--- config.mk ---
export PLATFORM = sky130hd
export DESIGN_NAME = stream_packer
export DESIGN_NICKNAME = d
export VERILOG_FILES = /design/src/rtl/sa_stream_pkg.sv /design/src/rtl/stream_packer.sv
export SDC_FILE = /design/constraint.sdc
export NUM_CORES = 1
export LEC_CHECK = 0
export ABC_CLOCK_PERIOD_IN_PS = 14400
export CAP_MARGIN = 20
export CORE_AREA = 2 2 147 149
export CTS_CLUSTER_DIAMETER = 50
export DETAILED_ROUTE_END_ITERATION = 10
export DIE_AREA = 0 0 149 151
export PLACE_DENSITY_LB_ADDON = 0.2
export SLEW_MARGIN = 25
export SYNTH_ARGS = -nofsm -noshare
export SYNTH_HDL_FRONTEND = slang
export SYNTH_SLANG_ARGS = --single-unit
--- constraint.sdc ---
create_clock -name clk -period 14.4 [get_ports clk]
set_input_delay 2.88 -clock clk [delete_from_list [all_inputs] [get_ports clk]]
set_output_delay 2.88 -clock clk [all_outputs]
set_load 0.1 [all_outputs]
--- src/rtl/sa_stream_pkg.sv ---
// Shared definitions for the systolic-array stream width converters
// (stream_packer now, stream_unpacker later): default sizes, clog2 and
// lane-slice helper macros.
`ifndef SA_STREAM_PKG_SV
`define SA_STREAM_PKG_SV

// Part-select for lane k of a vector built from w-bit lanes.
`define SA_LANE(k, w) ((k) * (w)) +: (w)

package sa_stream_pkg;

  localparam int SA_DEF_DATA_WIDTH = 32;
  localparam int SA_DEF_RATIO      = 4;

  // Packer fill state: EMPTY means lane index 0 and nothing assembled yet.
  typedef enum logic {
    PK_EMPTY   = 1'b0,
    PK_FILLING = 1'b1
  } pk_state_e;

  // Ceiling log2, usable in constant expressions.
  function automatic int sa_clog2(input int value);
    int result;
    int v;
    result = 0;
    v      = value - 1;
    while (v > 0) begin
      result = result + 1;
      v      = v >> 1;
    end
    return result;
  endfunction

endpackage

`endif

--- src/rtl/stream_packer.sv ---
// stream_packer: gathers RATIO narrow valid/ready words into one wide beat.
// s_last closes a beat early; m_keep marks which lanes hold real words.
// Build option: define PACKER_ZERO_PAD_EN to force unkept lanes of m_data
// to zero; otherwise unkept lanes carry stale assembly contents.
module stream_packer
  import sa_stream_pkg::*;
#(
  parameter int DATA_WIDTH = SA_DEF_DATA_WIDTH,
  parameter int RATIO      = SA_DEF_RATIO
) (
  input  logic                        clk,
  input  logic                        rst,
  input  logic                        s_valid,
  output logic                        s_ready,
  input  logic [DATA_WIDTH-1:0]       s_data,
  input  logic                        s_last,
  output logic                        m_valid,
  input  logic                        m_ready,
  output logic [DATA_WIDTH*RATIO-1:0] m_data,
  output logic [RATIO-1:0]            m_keep,
  output logic                        m_last
);

  localparam int IDX_W  = (sa_clog2(RATIO) < 1) ? 1 : sa_clog2(RATIO);
  localparam int BEAT_W = DATA_WIDTH * RATIO;
  localparam logic [IDX_W-1:0] IDX_LAST = IDX_W'(RATIO - 1);

  pk_state_e          state_q, state_d;
  logic [IDX_W-1:0]   idx_q, idx_d;
  logic [BEAT_W-1:0]  asm_data_q, asm_data_d;
  logic [RATIO-1:0]   asm_keep_q, asm_keep_d;
  logic [BEAT_W-1:0]  m_data_q, m_data_d;
  logic [RATIO-1:0]   m_keep_q, m_keep_d;
  logic               m_last_q, m_last_d;
  logic               m_valid_q, m_valid_d;

  logic               pready;
  logic               accept;
  logic               complete;
  logic               beat_open;
  logic [BEAT_W-1:0]  lane_data;
  logic [RATIO-1:0]   lane_keep;
  logic [BEAT_W-1:0]  beat_data;

  // Handshake: the output register can take a new beat if empty or draining.
  assign pready   = m_ready | ~m_valid_q;
  assign s_ready  = ~rst & pready;
  assign accept   = s_valid & s_ready;
  assign complete = accept & ((idx_q == IDX_LAST) | s_last);

  assign m_valid = m_valid_q;
  assign m_data  = m_data_q;
  assign m_keep  = m_keep_q;
  assign m_last  = m_last_q;

  // Merge the incoming word into lane idx of the assembly contents.
  always_comb begin
    lane_data = asm_data_q;
    lane_keep = beat_open ? asm_keep_q : '0;
    for (int k = 0; k < RATIO; k++) begin
      if (idx_q == IDX_W'(k)) begin
        lane_data[`SA_LANE(k, DATA_WIDTH)] = s_data;
        lane_keep[k] = 1'b1;
      end
    end
  end

`ifdef PACKER_ZERO_PAD_EN
  // Unkept lanes present neutral (zero) operands to the array.
  genvar gi;
  generate
    for (gi = 0; gi < RATIO; gi++) begin : g_pad
      assign beat_data[`SA_LANE(gi, DATA_WIDTH)] =
        lane_keep[gi] ? lane_data[`SA_LANE(gi, DATA_WIDTH)] : '0;
    end
  endgenerate
`else
  assign beat_data = lane_data;
`endif

  // FSM state register.
  always_ff @(posedge clk or posedge rst) begin
    if (rst) state_q <= PK_EMPTY;
    else     state_q <= state_d;
  end

  // FSM next state: open a beat on a non-completing accept, close on completion.
  always_comb begin
    state_d = state_q;
    case (state_q)
      PK_EMPTY:   if (accept && !complete) state_d = PK_FILLING;
      PK_FILLING: if (complete)            state_d = PK_EMPTY;
      default:    state_d = PK_EMPTY;
    endcase
  end

  // FSM outputs: previously assembled lanes only count while a beat is open.
  always_comb begin
    beat_open = (state_q == PK_FILLING);
  end

  // Datapath next values: lane counter, assembly and output register.
  always_comb begin
    idx_d      = idx_q;
    asm_data_d = asm_data_q;
    asm_keep_d = asm_keep_q;
    m_data_d   = m_data_q;
    m_keep_d   = m_keep_q;
    m_last_d   = m_last_q;
    m_valid_d  = m_valid_q;
    if (m_valid_q && m_ready) m_valid_d = 1'b0;
    if (accept) begin
      asm_data_d = lane_data;
      if (complete) begin
        idx_d      = '0;
        asm_keep_d = '0;
        m_data_d   = beat_data;
        m_keep_d   = lane_keep;
        m_last_d   = s_last;
        m_valid_d  = 1'b1;
      end else begin
        idx_d      = idx_q + IDX_W'(1);
        asm_keep_d = lane_keep;
      end
    end
  end

  // Datapath registers; reset discards partial assembly and any held beat.
  always_ff @(posedge clk or posedge rst) begin
    if (rst) begin
      idx_q      <= '0;
      asm_data_q <= '0;
      asm_keep_q <= '0;
      m_data_q   <= '0;
      m_keep_q   <= '0;
      m_last_q   <= 1'b0;
      m_valid_q  <= 1'b0;
    end else begin
      idx_q      <= idx_d;
      asm_data_q <= asm_data_d;
      asm_keep_q <= asm_keep_d;
      m_data_q   <= m_data_d;
      m_keep_q   <= m_keep_d;
      m_last_q   <= m_last_d;
      m_valid_q  <= m_valid_d;
    end
  end

endmodule

==> Word level (Yosys, flattened, before mapping) <==
Index checks and enable logic that the tools add are counted.
{ "word_totals": {"ff_bits": 269} }
{ "classes": {"addsub": 1, "n_eq_ne": 3, "n_mux": 17, "bitwise_logic": 8, "reduce_logical": 5} }
{ "op_table": {"columns": ["op", "n"], "rows": [
  ["32-bit two-way mux", 4],
  ["1-bit two-way mux", 9],
  ["4-bit two-way mux", 2],
  ["2-bit == test, second input constant", 2],
  ["1-bit bitwise AND", 3],
  ["1-bit inverter", 3],
  ["2-bit by 1-bit adder with 2-bit output, second input constant", 1],
  ["2-bit by 1-bit == test with 1-bit output, second input constant", 1],
  ["1-bit logical AND", 2],
  ["2-bit logical NOT", 1],
  ["2-bit two-way mux", 1],
  ["1-bit OR", 2],
  ["1-bit case mux with 2 select lines", 1],
  ["2-bit AND reduction", 1],
  ["1-bit logical NOT", 1]
]} }

==> Depth between registers and ports, before layout <==
{ "logic_depth": {"word_depth": 9, "mapped_depth": 7, "depth_no_buf": 4} }

==> Worst setup path before layout <==
OpenSTA, ideal clock, no wires.
{ "synth_timing": {"path_type": "input to output", "start": "in m_ready", "end": "out s_ready", "arrival_time_ps": 4307, "required_time_ps": 11520, "slack_ps": 7213, "path_stages": 3, "path_buffers": 1, "cell_sequence": "nor2b_1 -> buf_6 -> nor2_1"} }
{ "synth_via": {"elab_chain_len": 2} }
{ "synth_lines": {"columns": ["element", "line", "text"], "rows": [
  ["start, declared", "stream_packer.sv:18", "input logic m_ready,"],
  ["1-bit OR", "stream_packer.sv:46", "assign pready = m_ready | ~m_valid_q;"],
  ["1-bit bitwise AND", "stream_packer.sv:47", "assign s_ready = ~rst & pready;"],
  ["end, declared", "stream_packer.sv:14", "output logic s_ready,"]
]} }
No other way between the ends.

==> Worst setup path after layout <==
Ends and elaborated chain as after synthesis.

==> flow_metrics.py <==
metrics = {
    "synth": {
        "synth.area.top_cells": "dfrtp_1, mux2_2, mux2_4",
        "synth-seq-area-share": 0.552,
        "yosysWarnings": 0,
        "ys_seq_elements": 269,
        "synth_top_area_frac": 0.552,
        "syn_inst": 745,
        "synth_area_um2": 12200,
        "syn-num-nets": 786,
        "ys.flop_type": "dfrtp_1",
        "synthTopCellsByCount": "dfrtp_1, mux2_2, mux2_4",
        "synth_area_leader_cell": "dfrtp_1",
        "synth.distinct_cells": 33,
        "async_flop_share": 1.00,
        "yosysMostFrequentCell": "dfrtp_1",
        "synth_edf_count": 0,
        "syn_avg_cell_area_um2": 16.4,
    },
    "routing": {
        "drtIter0Drc": 245,
        "route.detailed.drc": 0,
        "routed_wl_um": 25100,
        "drt-pass1-iter-count": 4,
        "antenna_left": 0,
        "vias_per_cell": 5.64,
        "vias": 6718,
        "wl_per_cell_um": 21.1,
    },
    "floorplan": {
        "core-area_um2": 20800,
        "dieArea_um2": 22500,
        "pin_count": 172,
        "die_height_um": 151,
        "start_util": 0.586,
        "fp-row-count": 53,
        "die_x_um": 149,
    },
    "setup_path": {
        "max_stage_delay_ns": 0.99,
        "cp_num_buf_inv": 2,
        "critPathSlowestCell": "clkdlybuf4s50_1",
        "arrival_ns": 4.88,
        "cp-start-kind": "primary input",
        "critPathKind": "primary input to output pin",
        "cp_max_fo": 9,
        "crit_chain": "clkdlybuf4s50_1 > nor2b_1 > nor2_1 > clkdlybuf4s50_1",
        "endpoint_kind": "output pin",
        "cp_common_cell": "clkdlybuf4s50_1",
        "critical_path_required_ns": 11.52,
        "critPathTopFamily": "buffers and inverters",
    },
    "clock_network": {
        "path_clk_slew_ns": 0.06,
        "cts_resized": 0,
        "cts_hold_buf": 0,
        "clk_path_buf_depth": 3,
        "clk_latency_ns": 0.53,
        "cts_made_buffers": 27,
        "htree_levels": 1,
        "cts_tree": "done",
        "cts_sinks": 269,
        "post_cts_buffers": 0,
        "clock-root-buffer": "clkbuf_16",
    },
    "layout": {
        "layout-drive-gt1-share": 0.420,
        "fin_cells": 1192,
        "multi_input_area_um2": 5090,
        "final_nets": 942,
        "ff_latch_area_um2": 6730,
        "diodes": 0,
        "fill_cells": 1405,
        "area_delta_synth_final_pct": 21.4,
    },
    "place": {
        "place.gp.congestion": 0.814,
        "portBuffers": 171,
        "preCtsSetupSlack_ns": 6.63,
        "dpl.cell_count": 1147,
        "detailed_place_hpwl_um": 14900,
    },
    "sta": {
        "max_slew.worst_pin.slew_ns": 1.10,
        "fmax_mhz": 129,
        "fin_ws_ns": 6.64,
        "hold_violations": 0,
        "slew_headroom": 0.269,
        "slew_viol_final": 0,
        "tns_ns": 0,
        "fin_crit_sh": 0.539,
        "rsz0062_at_grt": "no",
        "period_minus_slack_ns": 7.76,
        "setup_viol": 0,
        "fin_skew_ns": 0.0105,
    },
    "grt": {
        "grt_max_degree": 129,
        "grt_usage": 0.230,
        "grt_pass1_vias": 7436,
        "grt-ovfl-total": 0,
        "grt_pass1_wl_um": 40800,
        "antenna_found_initial": 0,
    },
    "worst_hold_path": {
        "hold_path.class": "register to register",
    },
    "status": {
        "status": "completed",
    },
    "run": {
        "drv_cap": 0,
    },
}
==> worst reg2reg max path: stages (launching register included) <==
cell and delay, ns:
dfrtp_1 0.45, inv_1 0.20, ha_2 0.93, nand3_4 0.77, mux2_1 0.56
==> sequential cells by signal, indices dropped and copies added, names as in the netlist, named ones only <==
| name | flops |
|---|---|
| idx_q | 2 |
| m_keep | 4 |
| asm_data_q | 128 |
| m_valid | 1 |
| m_last | 1 |
| asm_keep_q | 4 |
| m_data | 128 |
==> cell usage in the layout, fill, tap and decap left out, types with 2 or more instances in the layout <==
cell type        Yosys  layout
clkbuf_1            11       4
mux2_2             229     229
mux2_1              55      55
mux2_4             100     100
clkbuf_8             0       4
dfrtp_1            269     269
ha_4                 0       3
nand3_1              2       2
inv_1                3       2
nand3_4              0       4
clkbuf_16            0      27
bufinv_16            0       2
inv_6                0       2
a21oi_1              3       3
clkinvlp_4           0       2
o21ai_0              5       5
clkinv_2             0       3
o31ai_1              3       3
a32o_1               3       3
nor2_1               2       2
nand4_1              2       2
clkdlybuf4s50_1      0     171
==> per-layer routing <==
metal / GRT usage / routed length, um / part of all wire / vias to the layer above
li1: - / - / - / 2983
met1: 0.305 / 10800 / 0.43 / 3535
met2: 0.399 / 12800 / 0.51 / 164
met3: 0.0340 / 1100 / 0.044 / 36
met4: 0.0610 / 459 / 0.018 / 0
met5: 0 / 0 / 0 / -
==> area by class of cell <==
class | instances | share of cell area
Sequential cell | 269 | 0.455
Multi-Input combinational cell | 426 | 0.344
Timing Repair Buffer | 174 | 0.118
Clock buffer | 35 | 0.0504
Tap cell | 275 | 0.0232
Clock inverter | 10 | 0.00786
Inverter | 3 | 0.00127
==> cell families after synthesis <==
family	share of synthesized area
AOI/OAI and AO/OA	0.0105
adders and majority gates	0.00410
buffers and inverters	0.0360
DFF	0.552
muxes	0.385
and+or+nand+nor	0.0121
==> through the flow <==
| step | utilization | hold slack, ns | instance area [um2] |
|---|---|---|---|
| after floorplan | - | 0.454 | 12200 |
| after CTS | 0.710 | 0.490 | 14800 |
| after global placement | 0.666 | 0.469 | 13900 |
| after global routing | 0.711 | 0.500 | 14800 |
| after detailed placement | 0.669 | 0.474 | 13900 |
| final | 0.711 | 0.483 | 14800 |
==> final timing paths <==
check,startpoint,end,slack (ns),cells past startpoint
max reg2reg,idx_q[0],asm_data_q[78],11.36,4
min in group asynchronous,rst,m_valid,2.97,2
min reg2reg,asm_data_q[81],asm_data_q[81],0.48,1
min,asm_data_q[81],asm_data_q[81],0.48,1
max in group asynchronous,rst,m_data[52],9.96,3
max,m_ready,s_ready,6.64,4
Power is not shown: default switching activity piles up to over one toggle a cycle in this logic, so the estimate is an artifact.
